--- src/rtl/dmem_arbiter.sv ---
// dmem_arbiter: shares the single external memory port between the icache
// refill path and the dcache refill/write-back path. One fixed-length burst
// is in flight at a time; simultaneous requests are resolved round-robin.
//
// Handshakes:
//   - Command channel: mem_req is valid and mem_rdy is ready. A command beat
//     transfers on a cycle where both are high. While mem_req is high and
//     mem_rdy is low, mem_we, mem_addr and mem_wdata hold their values.
//   - Read data: mem_rvalid has no back-pressure. Every beat is forwarded in
//     the same cycle on rdata, qualified by the owner's i_rvalid or d_rvalid.
//   - Write data: d_wdata is always valid while a write-back is in progress.
//     d_wpop marks the cycle in which the current word was accepted by memory.
//   - Requests: i_req and d_req are levels held until the matching done pulse.
//     They are sampled only in IDLE.
module dmem_arbiter #(
  parameter int BEATS = 4,
  parameter int AW    = 32
) (
  input  logic          clk,
  input  logic          rst_n,
  // icache refill path
  input  logic          i_req,
  input  logic [AW-1:0] i_addr,
  output logic          i_rvalid,
  output logic          i_done,
  // dcache refill / write-back path
  input  logic          d_req,
  input  logic          d_we,
  input  logic [AW-1:0] d_addr,
  input  logic [31:0]   d_wdata,
  output logic          d_wpop,
  output logic          d_rvalid,
  output logic          d_done,
  // shared read data
  output logic [31:0]   rdata,
  // memory port
  output logic          mem_req,
  output logic          mem_we,
  output logic [AW-1:0] mem_addr,
  output logic [31:0]   mem_wdata,
  input  logic          mem_rdy,
  input  logic          mem_rvalid,
  input  logic [31:0]   mem_rdata
);

  // The beat counter needs just enough bits to count 0..BEATS-1.
  localparam int CW = (BEATS > 1) ? $clog2(BEATS) : 1;
  localparam logic [CW-1:0] LAST_BEAT = CW'(BEATS - 1);

  // Owner encoding, also used for the round-robin history.
  localparam logic OWN_I = 1'b0;
  localparam logic OWN_D = 1'b1;

  typedef enum logic [1:0] {
    IDLE    = 2'd0,
    RD_CMD  = 2'd1,
    RD_DATA = 2'd2,
    WR_BEAT = 2'd3
  } state_t;

  // Registered state
  state_t        state;
  logic          owner;
  logic          last_gnt;
  logic [AW-1:0] base;
  logic [CW-1:0] count;

  // Next-state values
  state_t        state_nx;
  logic          owner_nx;
  logic          last_gnt_nx;
  logic [AW-1:0] base_nx;
  logic [CW-1:0] count_nx;

  // Decoded events
  logic          gnt_any;
  logic          gnt_d;
  logic          rd_beat;
  logic          rd_last;
  logic          wr_accept;
  logic          wr_last;
  logic [AW-1:0] wr_addr;

  // Arbitration: a lone requester wins outright; on a tie the requester that
  // was not granted last time wins, so a fresh reset hands the first tie to
  // the dcache.
  always_comb begin
    gnt_any = i_req | d_req;
    gnt_d   = 1'b0;
    if (i_req && d_req) begin
      gnt_d = (last_gnt == OWN_I);
    end else if (d_req) begin
      gnt_d = 1'b1;
    end
  end

  // Beat qualification. A read beat counts in RD_DATA, and also in the RD_CMD
  // cycle that gets its command accepted, so fast memories may return beat 0
  // alongside the accept. Beats arriving in any other state are dropped.
  always_comb begin
    rd_beat   = mem_rvalid &&
                ((state == RD_DATA) || ((state == RD_CMD) && mem_rdy));
    rd_last   = rd_beat && (state == RD_DATA) && (count == LAST_BEAT);
    wr_accept = (state == WR_BEAT) && mem_rdy;
    wr_last   = wr_accept && (count == LAST_BEAT);
    // Burst address wraps modulo 2^AW; the low two base bits pass through.
    wr_addr   = base + AW'({count, 2'b00});
  end

  // State register and burst bookkeeping; reset abandons any burst silently.
  always_ff @(posedge clk or negedge rst_n) begin
    if (!rst_n) begin
      state    <= IDLE;
      owner    <= OWN_I;
      last_gnt <= OWN_I;
      base     <= '0;
      count    <= '0;
    end else begin
      state    <= state_nx;
      owner    <= owner_nx;
      last_gnt <= last_gnt_nx;
      base     <= base_nx;
      count    <= count_nx;
    end
  end

  // Next-state and output decode; every output defaults to 0 so that IDLE
  // (and therefore reset) shows a fully quiet interface.
  always_comb begin
    state_nx    = state;
    owner_nx    = owner;
    last_gnt_nx = last_gnt;
    base_nx     = base;
    count_nx    = count;

    mem_req     = 1'b0;
    mem_we      = 1'b0;
    mem_addr    = '0;
    mem_wdata   = '0;
    i_rvalid    = 1'b0;
    i_done      = 1'b0;
    d_rvalid    = 1'b0;
    d_done      = 1'b0;
    d_wpop      = 1'b0;
    rdata       = '0;

    unique case (state)
      IDLE: begin
        // Grant cycle only latches the burst; no bus activity yet.
        count_nx = '0;
        if (gnt_any) begin
          owner_nx    = gnt_d ? OWN_D : OWN_I;
          last_gnt_nx = gnt_d ? OWN_D : OWN_I;
          base_nx     = gnt_d ? d_addr : i_addr;
          state_nx    = (gnt_d && d_we) ? WR_BEAT : RD_CMD;
        end
      end

      RD_CMD: begin
        mem_req  = 1'b1;
        mem_addr = base;
        if (mem_rdy) begin
          state_nx = RD_DATA;
        end
        if (rd_beat) begin
          count_nx = count + 1'b1;
        end
      end

      RD_DATA: begin
        if (rd_beat) begin
          count_nx = count + 1'b1;
        end
        if (rd_last) begin
          count_nx = '0;
          state_nx = IDLE;
        end
      end

      WR_BEAT: begin
        mem_req   = 1'b1;
        mem_we    = 1'b1;
        mem_addr  = wr_addr;
        mem_wdata = d_wdata;
        d_wpop    = wr_accept;
        d_done    = wr_last;
        if (wr_accept) begin
          count_nx = count + 1'b1;
        end
        if (wr_last) begin
          count_nx = '0;
          state_nx = IDLE;
        end
      end

      default: begin
        state_nx = IDLE;
      end
    endcase

    // Read data steering: same-cycle pass-through to the burst owner only.
    if (rd_beat) begin
      rdata = mem_rdata;
      if (owner == OWN_D) begin
        d_rvalid = 1'b1;
        d_done   = rd_last;
      end else begin
        i_rvalid = 1'b1;
        i_done   = rd_last;
      end
    end
  end

endmodule

--- config.mk ---
export PLATFORM = sky130hd
export DESIGN_NAME = dmem_arbiter
export DESIGN_NICKNAME = d
export VERILOG_FILES = /design/src/rtl/dmem_arbiter.sv
export SDC_FILE = /design/constraint.sdc
export NUM_CORES = 1
export LEC_CHECK = 0
export BUFFER_PORTS_ARGS = -buffer_cell sky130_fd_sc_hd__buf_2
export CAP_MARGIN = 0
export CORE_AREA = 2 2 91 93
export CTS_CLUSTER_SIZE = 25
export DETAILED_ROUTE_END_ITERATION = 6
export DIE_AREA = 0 0 93 95
export PLACE_DENSITY = 0.81
export SETUP_SLACK_MARGIN = 0.02
export SLEW_MARGIN = 20
export SYNTH_ARGS = -nofsm -noshare
export SYNTH_HDL_FRONTEND = slang
export SYNTH_SLANG_ARGS = --single-unit
--- constraint.sdc ---
create_clock -name clk -period 6.2 [get_ports clk]
set_clock_uncertainty 0.2 [all_clocks]
set_input_delay 0.31 -clock clk [delete_from_list [all_inputs] [get_ports clk]]
set_output_delay 0.31 -clock clk [all_outputs]
set_load 0.01 [all_outputs]
==> qor.yml, run 1 <==
sta:
  worst_pin_slew_ns: 0.951
  finalCritPeriodShare: 0.559
  setup_viol: 0
  slew_violations: 0
  period_needed_ns: 3.46
  rsz0062_at_grt: "no"
  maxSlewHeadroom: 0.365
  tns_ns: 0
  max_freq_mhz: 289
  hold_violations: 0
placement:
  gp_congestion: 0.764
  place_hpwl_mm: 8.43
  place_area_um2: 4380
  portBuffers: 237
  dpl.cell_count: 713
critical_path:
  cp.depth: 7
  start_kind: "register"
  cp.arrival_ns: 2.95
  reg2reg_slack_ns: 4.14
  crit_path_end_kind: "output port"
  worstPathCellList: "ha_1 -> fa_1 -> nand4_4 -> or4_4 -> or4_1 -> a21oi_1 -> buf_2"
  slowest_delay_ns: 0.68
  reg2reg_depth: 4
  critPathTopFamily: "simple AND/OR/NAND/NOR gates"
  path_max_fanout: 14
  path_class: "reg2out"
  path_buf_inv: 1
  required_ns: 5.69
  cp_slowest_cell: "or4_4"
routing:
  ant_nets: 0
  wl_per_cell_um: 15.4
  wl_mm: 11.1
  drc: 0
  routed-via-count: 3922
  drt_iter0_drc: 206
  drtPass1Iterations: 4
  vias_per_cell: 5.43
clock_network:
  insertion_delay_ns: 0.29
  clock_sinks: 37
  cts_resized: 0
  numCtsBuffers: 5
  ctsRootBufferMaster: "clkbuf_8"
  htreeDepth: 2
  cts.reportedPaths.clkPinSlew_ns: 0.08
  cts_tree: "built"
  clockBufferDepth: 2
yosys:
  synth_area_um2: 3170
  ys_ff_latch: 37
  synth-edff-count: 0
  syn_avg_cell_area_um2: 7.81
  synth_warnings: 0
  syn_inst: 406
  yosysMostFrequentCell: "and3_1"
  synth_commonest_cells: "66 x and3_1, 53 x a21oi_1, 43 x nor2_1"
  yosys.area.top_type: "dfrtp_1"
  yosysSeqAreaShare: 0.292
  syn-num-nets: 545
  yosysTopAreaCellShare: 0.292
  netlist_top_cells_area: "dfrtp_1 29%, and3_1 13%, mux2i_1 11%, a21oi_1 8.4%, nor2_1 5.1%"
  synth_cell_type_count: 43
  synth-async-reset-ratio: 1.00
  synth_flop_cell: "dfrtp_1"
die:
  die_w_um: 93
  initial_core_util: 0.400
  core_area_um2: 7930
  num_io_pins: 238
  die_h_um: 95
  placementRows: 33
  dieArea_um2: 8840
power_and_ir_drop:
  leakagePower_nw: 2.48
  seqPwrFrac: 0.276
  p_switching_mw: 0.979
  powerDensity_nw_per_um2: 433
  irDropWorstVdd_mv: 0.190
  p_comb_frac: 0.634
  p_int_mw: 0.965
  clock_power_share: 0.089
  swShare: 0.504
finish:
  final_layout_size_suffix_gt1_frac: 0.413
  area_growth_pct: 41.4
  antenna_cells: 0
  seq_area_um2: 926
  finalNonFillerCells: 722
  nets: 755
  multiInputGateArea_um2: 2110
  fill_cells: 784
  stdcell_area_um2: 4490
status:
  status: "finished, final reports clean"
global_routing:
  grt_pass1_wl_mm: 16.4
  gr-total-overflow: 0
  grt_util_all_layers: 0.232
  grt_max_degree: 67
  grt_pass1_vias: 3359
  antenna_found_initial: 0
flow_run:
  drv_cap: 0
hold_path:
  hold_class: "in2reg"
  whs_path_depth: 2
==> final cells by class <==
class,instances,share of cell area
flip-flops and latches,37,0.206
well taps,105,0.0293
multi-input cells,329,0.470
clock inverters,3,0.00474
clock buffers,5,0.0153
inverters,1,0.000837
repair buffers,242,0.273
==> sequential cells by signal, indices dropped and copies added, names as in the netlist <==
name,flops
base,32
last_gnt,1
count,2
state,2
==> metrics by stage <==
step	hold slack (ns)	utilization	setup WS, ns	power [mW]
global placement	0.257	0.552	3.16	1.72
global route	0.0765	0.566	2.59	2.12
CTS	0.0625	0.565	2.73	1.95
detailed placement	0.266	0.552	3.06	1.77
finish	0.0847	0.566	2.74	1.94
floorplan	-0.186	-	3.40	1.31
==> layer usage <==
metal  vias up  routed length, um  share of wire  GRT usage
li1       1917                  -              -          -
met4         0                 81         0.0073     0.0429
met1      1822               4710           0.42      0.321
met5         -                  0              0          0
met3         6                953          0.086     0.0479
met2       177               5360           0.48      0.381
==> worst register-to-register path, stage by stage, from the launching register on <==
cell and delay (ns):
dfrtp_1 0.50, a21boi_4 0.29, buf_4 0.48, mux2i_1 0.35
a21oi_1 0.10
==> worst paths after layout <==
| kind | from | to |
|---|---|---|
| min in group asynchronous | rst_n | base[16] |
| worst min register to register | base[1] | base[1] |
| worst max register to register | last_gnt | base[30] |
| max in group asynchronous | rst_n | state[0] |
| worst max-delay path | count[0] | mem_addr[30] |
| worst min-delay path | i_req | last_gnt |
==> power by group through the flow <==
stage | sequential, mW | clock, mW | combinational, mW
final | 0.537 | 0.173 | 1.23
after CTS | 0.536 | 0.180 | 1.24
after detailed placement | 0.541 | 0 | 1.23
after global placement | 0.526 | 0 | 1.19
after global routing | 0.562 | 0.188 | 1.37
after floorplan | 0.480 | 0 | 0.830
==> logic make-up (layout without fill, tap and decap cells) <==
group / after synthesis / in the layout / share of synthesized area
xor gates and xnor gates: 8 / 8 / 0.0221
and+or+nand+nor: 194 / 194 / 0.348
adders and majority gates: 4 / 4 / 0.0181
AOI/OAI and AO/OA: 88 / 88 / 0.160
DFF: 37 / 37 / 0.292
muxes: 35 / 35 / 0.110
buffers and inverters: 40 / 251 / 0.0493
==> layout by cell type, fill, tap and decap left out, types with 3 or more instances in the layout <==
cell      count
buf_2       237
and3_1       66
a21oi_1      53
nor2_1       43
dfrtp_1      37
mux2i_1      35
nand2_1      17
o31ai_1      10
or4_1        10
nand4_1      10
o21ai_0       9
nand3_1       8
or3_1         6
nand2b_1      6
and2_1        5
xor2_1        5
and4_1        5
o21a_1        5
clkbuf_8      5
nor3_1        4
nor4_1        4
buf_4         4
xnor2_1       3
nor2b_1       3
ha_1          3
==> timing repair <==
action | in CTS | in global routing
endpoints found under the setup margin | 0 | 0
setup buffers | 0 | 0
endpoints found under the hold margin | 37 | 0
hold buffers | 1 | 0
Power figures use the tool's default switching activity.
==> run 2: changes to the inputs <==
Clock period 6.2 ns to 3.42 ns, I/O delays scaled along.
==> run 2 against run 1 <==
Effect of this change:
- the flow now finishes with violations (negative hold slack)
- sequential share of layout area fell by 1.6 points
- non-clock buffer count up 39
- global-route usage rose by 2.1 points
- sequential cell count did not move
- sequential power grew 82%
- worst hold slack worse by 0.085 ns
- core utilization increased by 4.7 points
- final cell count grew 5.3%
- routed wire length increased by 7.3%
- critical path depth unchanged
- clock power up 81%
- first-iteration DRC count is 4.4% lower
- critical endpoint unchanged
==> qor.yml, run 2 (synthesized netlist as in run 1, its figures left out) <==
status:
  status: "complete, but fails checks"
  failed_checks: "negative hold slack"
sta:
  period_needed_ns: 3.19
  slew_violations: 0  # unchanged
  tns_ns: 0  # unchanged
  maxSlewHeadroom: 0.446  # +0.0804
  worst_pin_slew_ns: 0.832  # -0.119 ns
  finalCritPeriodShare: 0.933
  worst_slack_ns: 0.230  # -2.51 ns
  setup_viol: 0  # unchanged
  hold_violations: 1  # +1
  rsz0062_at_grt: "no"
  hold_slack_ns: -0.000550  # -0.0853 ns
  max_freq_mhz: 314
placement:
  gp_congestion: 0.809  # +5.9%
  place_area_um2: 4410  # +0.69%
  portBuffers: 237  # unchanged
  place_hpwl_mm: 8.61  # +2.1%
  place_ws_ns: 0.457  # -2.60 ns
  dpl.cell_count: 717  # +0.56%
flow_run:
  drv_cap: 0  # unchanged
die:
  num_io_pins: 238  # unchanged
  die_w_um: 93  # unchanged
  dieArea_um2: 8840  # unchanged
  initial_core_util: 0.400  # unchanged
  core_area_um2: 7930  # unchanged
  die_h_um: 95  # unchanged
  placementRows: 33  # unchanged
finish:
  fin_util: 0.613  # +0.0467
  top_register: "base"
  finalNonFillerCells: 760  # +5.3%
  final_cell_mix: "237 x buf_2, 66 x and3_1, 53 x a21oi_1"
  reg_top3: "base: 32 flops, count: 2 flops, state: 2 flops"
  largest_reg_flops: 32  # unchanged
  stdcell_area_um2: 4860  # +8.3%
  multiInputGateArea_um2: 2100  # -0.30%
  fill_cells: 710  # -9.4%
  area_growth_pct: 53.1
  seq_area_um2: 926  # unchanged
  final_layout_size_suffix_gt1_frac: 0.392  # -0.0209
  antenna_cells: 0  # unchanged
  mostFrequentLayoutCell: "buf_2"
  nets: 794  # +5.2%
routing:
  drc: 0  # unchanged
  vias_per_cell: 5.39  # -0.71%
  ant_nets: 0  # unchanged
  drtPass1Iterations: 5  # +1
  drt_iter0_drc: 197  # -4.4%
  routed-via-count: 4099  # +4.5%
  wl_mm: 11.9  # +7.3%
  wl_per_cell_um: 15.7  # +2.0%
global_routing:
  grt_max_degree: 46  # -31%
  grt_util_all_layers: 0.253  # +0.0210
  gr-total-overflow: 0  # unchanged
  grt_pass1_vias: 3706  # +10%
  grt_pass1_wl_mm: 17.8  # +8.6%
  antenna_found_initial: 0  # unchanged
clock_network:
  cts.reportedPaths.clkPinSlew_ns: 0.08  # about the same
  cts_tree: "built"
  insertion_delay_ns: 0.29  # about the same
  htreeDepth: 2  # unchanged
  cts_resized: 0  # unchanged
  clock_sinks: 37  # unchanged
  ctsRootBufferMaster: "clkbuf_8"
  clockBufferDepth: 2  # unchanged
  cts_setup_buffers: 0  # unchanged
  numCtsBuffers: 5  # unchanged
critical_path:
  required_ns: 3.05  # -2.64 ns
  cp.arrival_ns: 2.82  # -0.13 ns
  crit_path_end_kind: "output port"
  start_kind: "register"
  path_max_fanout: 14  # unchanged
  path_class: "reg2out"
power_and_ir_drop:
  leakagePower_nw: 2.64  # +6.6%
  irDropWorstVdd_mv: 0.449  # +140%
  total_power_mw: 3.62  # +86%
  powerDensity_nw_per_um2: 746  # +72%
hold_path:
  hold_class: "in2reg"
## run 2: area by class of cell
| class | instances | area share |
|---|---|---|
| multi-input cells | 329 | 0.433 |
| well taps | 105 | 0.0271 |
| inverters | 1 | 0.000773 |
| flip-flops and latches | 37 | 0.191 |
| clock buffers | 7 | 0.0178 |
| repair buffers | 281 | 0.331 |
## run 2: metal layers
layer / vias up / share of wire / track usage / wire length (um)
li1: 1991 / - / - / -
met1: 1922 / 0.42 / 0.336 / 5050
met2: 176 / 0.49 / 0.429 / 5810
met3: 10 / 0.078 / 0.0431 / 924
met4: 0 / 0.012 / 0.0686 / 138
met5: - / 0 / 0 / 0
## run 2: path summary, 6_finish.rpt
check                               endpoint  cells past startpoint  startpoint  slack, ns
worst max-delay path            mem_addr[30]                      7    count[0]       0.23
worst min-delay path                base[18]                      3  i_addr[18]    -0.0006
worst max register to register      base[13]                      6    state[1]       0.88
worst min register to register       base[0]                      2     base[0]       0.35
max in group asynchronous           base[31]                      2       rst_n       2.18
min in group asynchronous           base[20]                      2       rst_n       0.32
## run 2: power by group
group	switching, mW	leakage (nW)	total, mW	internal, mW
clock network	0.153	0.0443	0.313	0.160
logic	1.32	2.18	2.33	1.02
registers	0.319	0.414	0.977	0.658
total	1.79	2.64	3.62	1.84
## run 2: timing repair
item	4_1_cts	5_1_grt
hold buffers	36	0
setup endpoints to repair	0	3
hold endpoints to repair	58	0
## run 2: worst max-delay path: stages, from the launching register on
cell and delay (ns):
dfrtp_1 0.45, ha_1 0.24, fa_1 0.26, nand4_4 0.17, or4_4 0.56, or4_1 0.53, a21oi_1 0.17, buf_2 0.15
